$ cat src/rtl/hazard_scoreboard.sv
// Countdown-scoreboard hazard unit for the 5-stage MIPS pipeline: per-GPR ready counters, MDU busy tracking, forwarding selects.
// Optional feature: define HAZARD_PERF_CNT_EN to add saturating stall/flush performance counters.
module hazard_scoreboard #(
  parameter int unsigned REG_NUM  = 32,
  parameter int unsigned REG_AW   = 5,
  parameter int unsigned LOAD_LAT = 2,
  parameter int unsigned MDU_LAT  = 32
) (
  input  logic              clk,
  input  logic              resetn,
  input  logic [REG_AW-1:0] RsD,
  input  logic [REG_AW-1:0] RtD,
  input  logic              UseRsD,
  input  logic              UseRtD,
  input  logic              EarlyD,
  input  logic              RegWriteD,
  input  logic [REG_AW-1:0] WriteRegD,
  input  logic              MemReadD,
  input  logic              MduStartD,
  input  logic              HiLoReadD,
  input  logic [REG_AW-1:0] RsE,
  input  logic [REG_AW-1:0] RtE,
  input  logic              RegWriteM,
  input  logic [REG_AW-1:0] WriteRegM,
  input  logic              RegWriteW,
  input  logic [REG_AW-1:0] WriteRegW,
  input  logic              GoHandlerM,
  output logic              StallF,
  output logic              StallD,
  output logic              FlushD,
  output logic              FlushE,
  output logic              FlushM,
  output logic              FlushW,
  output logic [1:0]        ForwardAD,
  output logic [1:0]        ForwardBD,
  output logic [1:0]        ForwardAE,
  output logic [1:0]        ForwardBE,
  output logic              MduBusy
`ifdef HAZARD_PERF_CNT_EN
  ,
  output logic [31:0]       PerfRegStall,
  output logic [31:0]       PerfMduStall,
  output logic [31:0]       PerfFlush
`endif
);

  localparam int unsigned CW = $clog2(LOAD_LAT + 1);
  typedef logic [CW-1:0] cnt_t;

  cnt_t       cnt_q [REG_NUM-1:1];
  cnt_t       cnt_d [REG_NUM-1:1];
  logic [7:0] mdu_cnt_q, mdu_cnt_d;

  cnt_t rs_cnt, rt_cnt;
  logic rs_stall, rt_stall, regstall, mdustall, stall;
  logic issue, mdu_issue, mdu_busy;

  function automatic logic [1:0] fwd_sel(
    input logic [REG_AW-1:0] src,
    input logic              wr_m,
    input logic [REG_AW-1:0] reg_m,
    input logic              wr_w,
    input logic [REG_AW-1:0] reg_w
  );
    if (wr_m && (reg_m != '0) && (reg_m == src))      return 2'b10;
    else if (wr_w && (reg_w != '0) && (reg_w == src)) return 2'b01;
    else                                              return 2'b00;
  endfunction

  // Register 0 has no counter, so its lookup stays at zero and never stalls.
  always_comb begin
    rs_cnt = '0;
    rt_cnt = '0;
    for (int unsigned r = 1; r < REG_NUM; r++) begin
      if (RsD == REG_AW'(r)) rs_cnt = cnt_q[r];
      if (RtD == REG_AW'(r)) rt_cnt = cnt_q[r];
    end
  end

  // Early consumers need the value one cycle sooner, so they wait until the count fully drains.
  always_comb begin
    rs_stall  = UseRsD & (EarlyD ? (rs_cnt != '0) : (rs_cnt > cnt_t'(1)));
    rt_stall  = UseRtD & (EarlyD ? (rt_cnt != '0) : (rt_cnt > cnt_t'(1)));
    regstall  = rs_stall | rt_stall;
    mdu_busy  = (mdu_cnt_q != '0);
    mdustall  = (MduStartD | HiLoReadD) & mdu_busy;
    stall     = regstall | mdustall;
    issue     = RegWriteD & (WriteRegD != '0) & ~stall & ~GoHandlerM;
    mdu_issue = MduStartD & ~stall & ~GoHandlerM;
  end

  always_comb begin
    for (int unsigned r = 1; r < REG_NUM; r++) begin
      cnt_d[r] = cnt_q[r];
      if (GoHandlerM)
        cnt_d[r] = '0;
      else if (issue && (WriteRegD == REG_AW'(r)))
        cnt_d[r] = MemReadD ? cnt_t'(LOAD_LAT) : cnt_t'(1);
      else if (cnt_q[r] != '0)
        cnt_d[r] = cnt_q[r] - cnt_t'(1);
    end
  end

  always_comb begin
    mdu_cnt_d = mdu_cnt_q;
    if (GoHandlerM)
      mdu_cnt_d = '0;
    else if (mdu_issue)
      mdu_cnt_d = 8'(MDU_LAT);
    else if (mdu_busy)
      mdu_cnt_d = mdu_cnt_q - 8'd1;
  end

  always_ff @(posedge clk) begin
    if (!resetn) begin
      for (int unsigned r = 1; r < REG_NUM; r++) cnt_q[r] <= '0;
      mdu_cnt_q <= '0;
    end else begin
      for (int unsigned r = 1; r < REG_NUM; r++) cnt_q[r] <= cnt_d[r];
      mdu_cnt_q <= mdu_cnt_d;
    end
  end

  // Every output is forced low while reset is held, including the combinational forward selects.
  always_comb begin
    StallF    = resetn & stall & ~GoHandlerM;
    StallD    = resetn & stall & ~GoHandlerM;
    FlushE    = resetn & (stall | GoHandlerM);
    FlushD    = resetn & GoHandlerM;
    FlushM    = resetn & GoHandlerM;
    FlushW    = resetn & GoHandlerM;
    MduBusy   = resetn & mdu_busy;
    ForwardAD = resetn ? fwd_sel(RsD, RegWriteM, WriteRegM, RegWriteW, WriteRegW) : 2'b00;
    ForwardBD = resetn ? fwd_sel(RtD, RegWriteM, WriteRegM, RegWriteW, WriteRegW) : 2'b00;
    ForwardAE = resetn ? fwd_sel(RsE, RegWriteM, WriteRegM, RegWriteW, WriteRegW) : 2'b00;
    ForwardBE = resetn ? fwd_sel(RtE, RegWriteM, WriteRegM, RegWriteW, WriteRegW) : 2'b00;
  end

`ifdef HAZARD_PERF_CNT_EN
  logic [31:0] perf_reg_q, perf_reg_d;
  logic [31:0] perf_mdu_q, perf_mdu_d;
  logic [31:0] perf_flush_q, perf_flush_d;

  always_comb begin
    perf_reg_d   = perf_reg_q;
    perf_mdu_d   = perf_mdu_q;
    perf_flush_d = perf_flush_q;
    if (regstall && (perf_reg_q != '1))               perf_reg_d   = perf_reg_q + 32'd1;
    if (mdustall && !regstall && (perf_mdu_q != '1))  perf_mdu_d   = perf_mdu_q + 32'd1;
    if (GoHandlerM && (perf_flush_q != '1))           perf_flush_d = perf_flush_q + 32'd1;
  end

  always_ff @(posedge clk) begin
    if (!resetn) begin
      perf_reg_q   <= '0;
      perf_mdu_q   <= '0;
      perf_flush_q <= '0;
    end else begin
      perf_reg_q   <= perf_reg_d;
      perf_mdu_q   <= perf_mdu_d;
      perf_flush_q <= perf_flush_d;
    end
  end

  always_comb begin
    PerfRegStall = perf_reg_q;
    PerfMduStall = perf_mdu_q;
    PerfFlush    = perf_flush_q;
  end
`endif

endmodule

$ cat config.mk
export PLATFORM = sky130hd
export DESIGN_NAME = hazard_scoreboard
export DESIGN_NICKNAME = d
export VERILOG_FILES = /design/src/rtl/hazard_scoreboard.sv
export SDC_FILE = /design/constraint.sdc
export NUM_CORES = 1
export LEC_CHECK = 0
export ABC_AREA = 1
export CAP_MARGIN = 20
export CORE_MARGIN = 2
export CORE_UTILIZATION = 32
export DETAILED_ROUTE_END_ITERATION = 6
export GPL_ROUTABILITY_DRIVEN = 0
export HOLD_SLACK_MARGIN = 0.15
export PLACE_DENSITY = 0.52
export SYNTH_ARGS = -nofsm -noshare
export SYNTH_HDL_FRONTEND = slang
export SYNTH_SLANG_ARGS = --single-unit
$ cat constraint.sdc
create_clock -name clk -period 3.1 [get_ports clk]
set_input_delay 0.31 -clock clk [delete_from_list [all_inputs] [get_ports clk]]
set_output_delay 0.31 -clock clk [all_outputs]
set_load 0.02 [all_outputs]
== Word-level counts from Yosys, hierarchy flattened ==
Memories as Yosys holds them, arrays and structs flattened.
Cells that the tools add are included.
Word-level totals
  register bits after elaboration: 8
  bits in latches: 0
  memory bits (writable): 62
  bits in read-only memories: 0
  input port bits: 47
  output and inout bits: 15
  word-level logic and storage cells: 475
  memories kept: 1
Operators by class
  add/subtract/negate cells: 32
  $mul: 0
  divide/modulo/power cells: 0
  magnitude comparators: 2
  eq/ne operators: 101
  shift operators: 0
  muxes and demuxes: 205
  bitwise operators: 51
  reduce and logical (&&, ||, !) cells: 81
Memory list
  cnt_q: words 31, width 2, read ports 31, clocked after memory_dff 0, wr ports 31, line 50  | cnt_t cnt_q [REG_NUM-1:1];
Operators with widths (number)
  2-bit 2-to-1 mux: 195
  5-bit equality test (second input constant): 48
  5-bit by 4-bit equality test with 1-bit output (second input constant): 24
  2-bit nonzero test: 34
  2-bit by 1-bit subtractor with 2-bit output (second input constant): 31
  5-bit by 3-bit equality test with 1-bit output (second input constant): 12
  1-bit logical AND: 41
  5-bit equality test: 8
  1-bit bitwise OR: 35
  5-bit by 2-bit equality test with 1-bit output (second input constant): 6
  5-bit by 1-bit equality test with 1-bit output (second input constant): 3
  5-bit nonzero test: 3
  1-bit bitwise AND: 13
  6-bit 2-to-1 mux: 2
  1-bit 2-to-1 mux: 8
  8-bit nonzero test: 1
  8-bit by 1-bit subtractor with 8-bit output (second input constant): 1
  2-bit by 1-bit greater-than comparator with 1-bit output (second input constant): 2
  1-bit inverter: 3
  3-bit OR reduction: 1
  2-bit OR reduction: 1

== Depth between registers and ports, before layout ==
  word-level depth: 44
  gate-level depth with buffers: 33
  depth with buffers taken out: 31

== Least setup slack after synthesis ==
Ideal clock, no wire load.
  path kind: input-to-output
  start point: in RtD[0]
  end point: out StallF
  arrival: 2.710 ns
  data required time: 2.790 ns
  slack: 0.080 ns
  stages on the path: 27
  path buffers: 2
  cells stage by stage: buf_2 > inv_1 > nor2_2 > inv_1 > nor2_1 > nand2_1 > o21ai_0 > inv_1 > nand4_1 > nand2_1 > nand3_1 > nand2_1 > nand2_1 > nand2_1 > nand3_1 > nand2_1 > nand3_1 > nand2_1 > nand3_1 > nand2_1 > nand3_1 > nand2_1 > nand2_1 > nand2_2 > and2_1 > nor2_1 > buf_4
Between the ends
  word-level cells in the longest chain between the ends: 39
  elaborated cells between the ends (all ways): 70
  classes of those cells: order compare (1); eq/ne (31); mux (32); bitwise (5); reduce/logical (1)
RTL lines
  from (decl): line 12  | input logic [REG_AW-1:0] RtD,
  5-bit by 1-bit equality test with 1-bit output: line 76  | if (RtD == REG_AW'(r)) rt_cnt = cnt_q[r];
  2-bit 2-to-1 mux (30 in series): line 76
  2-bit 2-to-1 mux *: line 76
  2-bit by 1-bit greater-than comparator with 1-bit output / 2-bit nonzero test (equally long branches): line 83  | rt_stall = UseRtD & (EarlyD ? (rt_cnt != '0) : (rt_cnt > cnt_t'(1)));
  1-bit 2-to-1 mux *: line 83
  1-bit bitwise AND *: line 83
  1-bit bitwise OR *: line 84  | regstall = rs_stall | rt_stall;
  1-bit bitwise OR *: line 87  | stall = regstall | mdustall;
  1-bit bitwise AND * (2 in series)
  to (decl): line 28  | output logic StallF,
Every way passes the cells marked *; elsewhere a longest branch is shown, timed or not.

==> impl_metrics.tcl <==
set metrics [dict create \
    worst_setup_path_start_kind "input port" \
    synthesis.nets 1128 \
    postCtsHoldBufs 0 \
    netlist_area_um2 6560 \
    clock-sinks 70 \
    whs_ps 455 \
    synthCells 1049 \
    hold_path.class "reg2reg" \
    drc_errors 0 \
    grt.total_usage_pct 20.9 \
    p_leak_uw 0.00387 \
    n_antenna_cell 0 \
    first_pass_iters 5 \
    die_h_um 147 \
    maxCapViolations 0 \
    synth_top_area_share_pct 21.4 \
    via_per_inst 4.93 \
    ys_seq_elements 70 \
    fp.dieW_um 147 \
    io_buffers 61 \
    hold_start "mdu_cnt_q[0]$_SDFFE_PP0P_" \
    clkTransAtPathRegs_ps 60 \
    cts_made_buffers 9 \
    clk_latency_ps 340 \
    core_um2 20200 \
    clkPwrFrac_pct 27.5 \
    nNetsFinal 1299 \
    cts_tree "yes" \
    slowest_delay_ps 240 \
    outcome "complete, but fails checks" \
    syn_to_final_growth_pct 40.4 \
    async_reset_ff_share_pct 0 \
    drtIter0Drc 484 \
    p_sw_uw 1450 \
    cp_data_required_time_ps 3340 \
    routed-via-count 7375 \
    peakVddDrop_v 0.000251 \
    slew_violations 0 \
    grt_overflow 0 \
    wire_per_inst_um 16.1 \
    skew_ps 11.5 \
    p_int_uw 2440 \
    critPathKind "in2reg" \
    root_buffer "clkbuf_16" \
    synth_edf_count 0 \
    post-route-worst-setup-slack_ps -257 \
    yosys.area.top_type "dfxtp_1" \
    routed_wl_um 24100 \
    grt_start_max_net_pins 43 \
    fin_crit_ps 3360 \
    synthTopCellsByArea "dfxtp_1 (21%), nand2_1 (13%), inv_1 (9.9%)" \
    endpoint_kind "register" \
    hpwl_um 17200 \
    die-area_um2 21700 \
    startpoint "RtD[2]" \
    slew_headroom_pct 55.9 \
    path_common_cell "nand2_1" \
    cts_max_level 3 \
    netlist_top_cells_count "nand2_1 (229), inv_1 (173), nor2_1 (116), nand3_1 (71), dfxtp_1 (70)" \
    setup_tns_ps -13600 \
    worst_pin_slew_ps 659 \
    setup_viol 65 \
    synth.distinct_cells 48 \
    synth_flop_cell "dfxtp_1" \
    power_frac_seq_pct 25.6 \
    pre_cts_slack_ps -1220 \
    grt_pass1_vias 6851 \
    post-route-util_pct 45.7 \
    arrival_ps 3590 \
    ys_seq_area_share_pct 21.4 \
    finalCritPeriodShare_pct 108 \
    report.final.hold_viol_count 0 \
    max_freq_mhz 298 \
    synth_most_common_cell "nand2_1" \
    drive_gt1_share_pct 24.8 \
    rows 52 \
    violations "negative setup slack" \
    rr_startpoint "cnt_q[0][7]$_SDFFE_PP0P_" \
    grt_first_pass_wirelength_um 35500 \
    crit_fanout 7 \
    ant_nets 0 \
    combPwrFrac_pct 46.9 \
    top_level_ports 62 \
    synth_area_per_cell_um2 6.26 \
    p_sw_share_pct 37.2 \
    power_density_nw_per_um2 422 \
    cts_max_path_buffers 2 \
    cp_slowest_cell "nor2_8" \
    rsz0062_at_grt "true" \
    antenna_found_initial 0 \
    yosysWarnings 0 \
    initial_core_util_pct 32.5 \
]
critical path, delay by kind of cell:
family / cells / cell delay (ps)
and+or+nand+nor: 28 / 2440
buffers and inverters: 6 / 820
power by group through the flow:
stage	logic (uW)	registers (uW)	clock network, uW
after floorplan	892	1010	0
after global placement	1340	1010	0
after detailed placement	1340	1010	0
after CTS	1490	994	1090
after global routing	1970	1000	1130
final	1820	994	1070
area by class of cell:
class                           instances  area, um^2
Clock buffer                           10         239
Clock inverter                          6        61.3
Fill cell                            2118       11000
Inverter                              183         692
Multi-Input combinational cell        753        4600
Sequential cell                        70        1410
Tap cell                              270         338
Timing Repair Buffer                  203        1880
timing repair:
action / 4_1_cts / 5_1_grt
resized for setup: 99 / 60
pin swaps: 32 / 73
setup endpoints to repair: 73 / 73
hold endpoints to repair: 0 / 0
cloned: 1 / 10
setup buffers: 15 / 5
layout by cell type, fill, tap and decap left out, types with 8 or more instances in the layout:
cell type,netlist,layout
o21ai_0,13,13
nor2_4,2,12
buf_6,6,18
nor2_2,6,9
nand2_2,4,16
nand3_2,2,18
xnor2_1,32,32
a21oi_1,53,47
a31oi_1,17,16
nand3_1,71,48
nand4_1,53,53
xor2_1,28,28
inv_1,173,167
nand3_4,1,8
dfxtp_1,70,67
clkbuf_16,0,15
inv_2,7,11
nor3_1,23,23
clkdlybuf4s50_1,0,48
nor2_1,116,104
mux2_2,29,29
buf_4,6,117
nand2_1,229,214
ha_1,32,32
per-layer routing:
| metal | global-route usage [%] | share of wire, % |
|---|---|---|
| met3 | 3.98 | 5.7 |
| met1 | 27.8 | 46 |
| met4 | 6.54 | 2.2 |
| met2 | 34.1 | 46 |
| met5 | 0 | 0 |
flip-flops by register name (all words and copies together), names as in the netlist:
signal / flops
cnt_q: 62
mdu_cnt_q: 8
per-stage QoR:
stage	area (um^2)	cells	total power, uW
after detailed placement	8170	1449	2350
after global placement	8170	1449	2350
after global routing	9220	1495	4100
after CTS	8750	1480	3570
after floorplan	6560	1049	1900
final	9220	1495	3880
cell families (layout without fill, tap and decap cells):
| family | after synthesis | count (layout) | synth area share [%] |
|---|---|---|---|
| AO/OA/AOI/OAI | 105 | 105 | 9.32 |
| multiplexers | 29 | 29 | 4.98 |
| flip-flops | 70 | 70 | 21.4 |
| AND/OR/NAND/NOR | 526 | 527 | 36.1 |
| buffers and inverters | 227 | 402 | 14.1 |
| XOR/XNOR | 60 | 60 | 8.01 |
| adder cells (fa/ha/maj) | 32 | 32 | 6.10 |
final timing paths:
| check | cells past startpoint | endpoint | slack (ps) |
|---|---|---|---|
| worst max-delay path | 34 | cnt_q[0][38]$_SDFFE_PP0P_ | -260 |
| worst min-delay path | 2 | mdu_cnt_q[0]$_SDFFE_PP0P_ | 450 |
| worst max register to register | 31 | cnt_q[0][38]$_SDFFE_PP0P_ | -250 |
| worst min register to register | 2 | mdu_cnt_q[0]$_SDFFE_PP0P_ | 450 |
(Power assumes the default switching activity.)
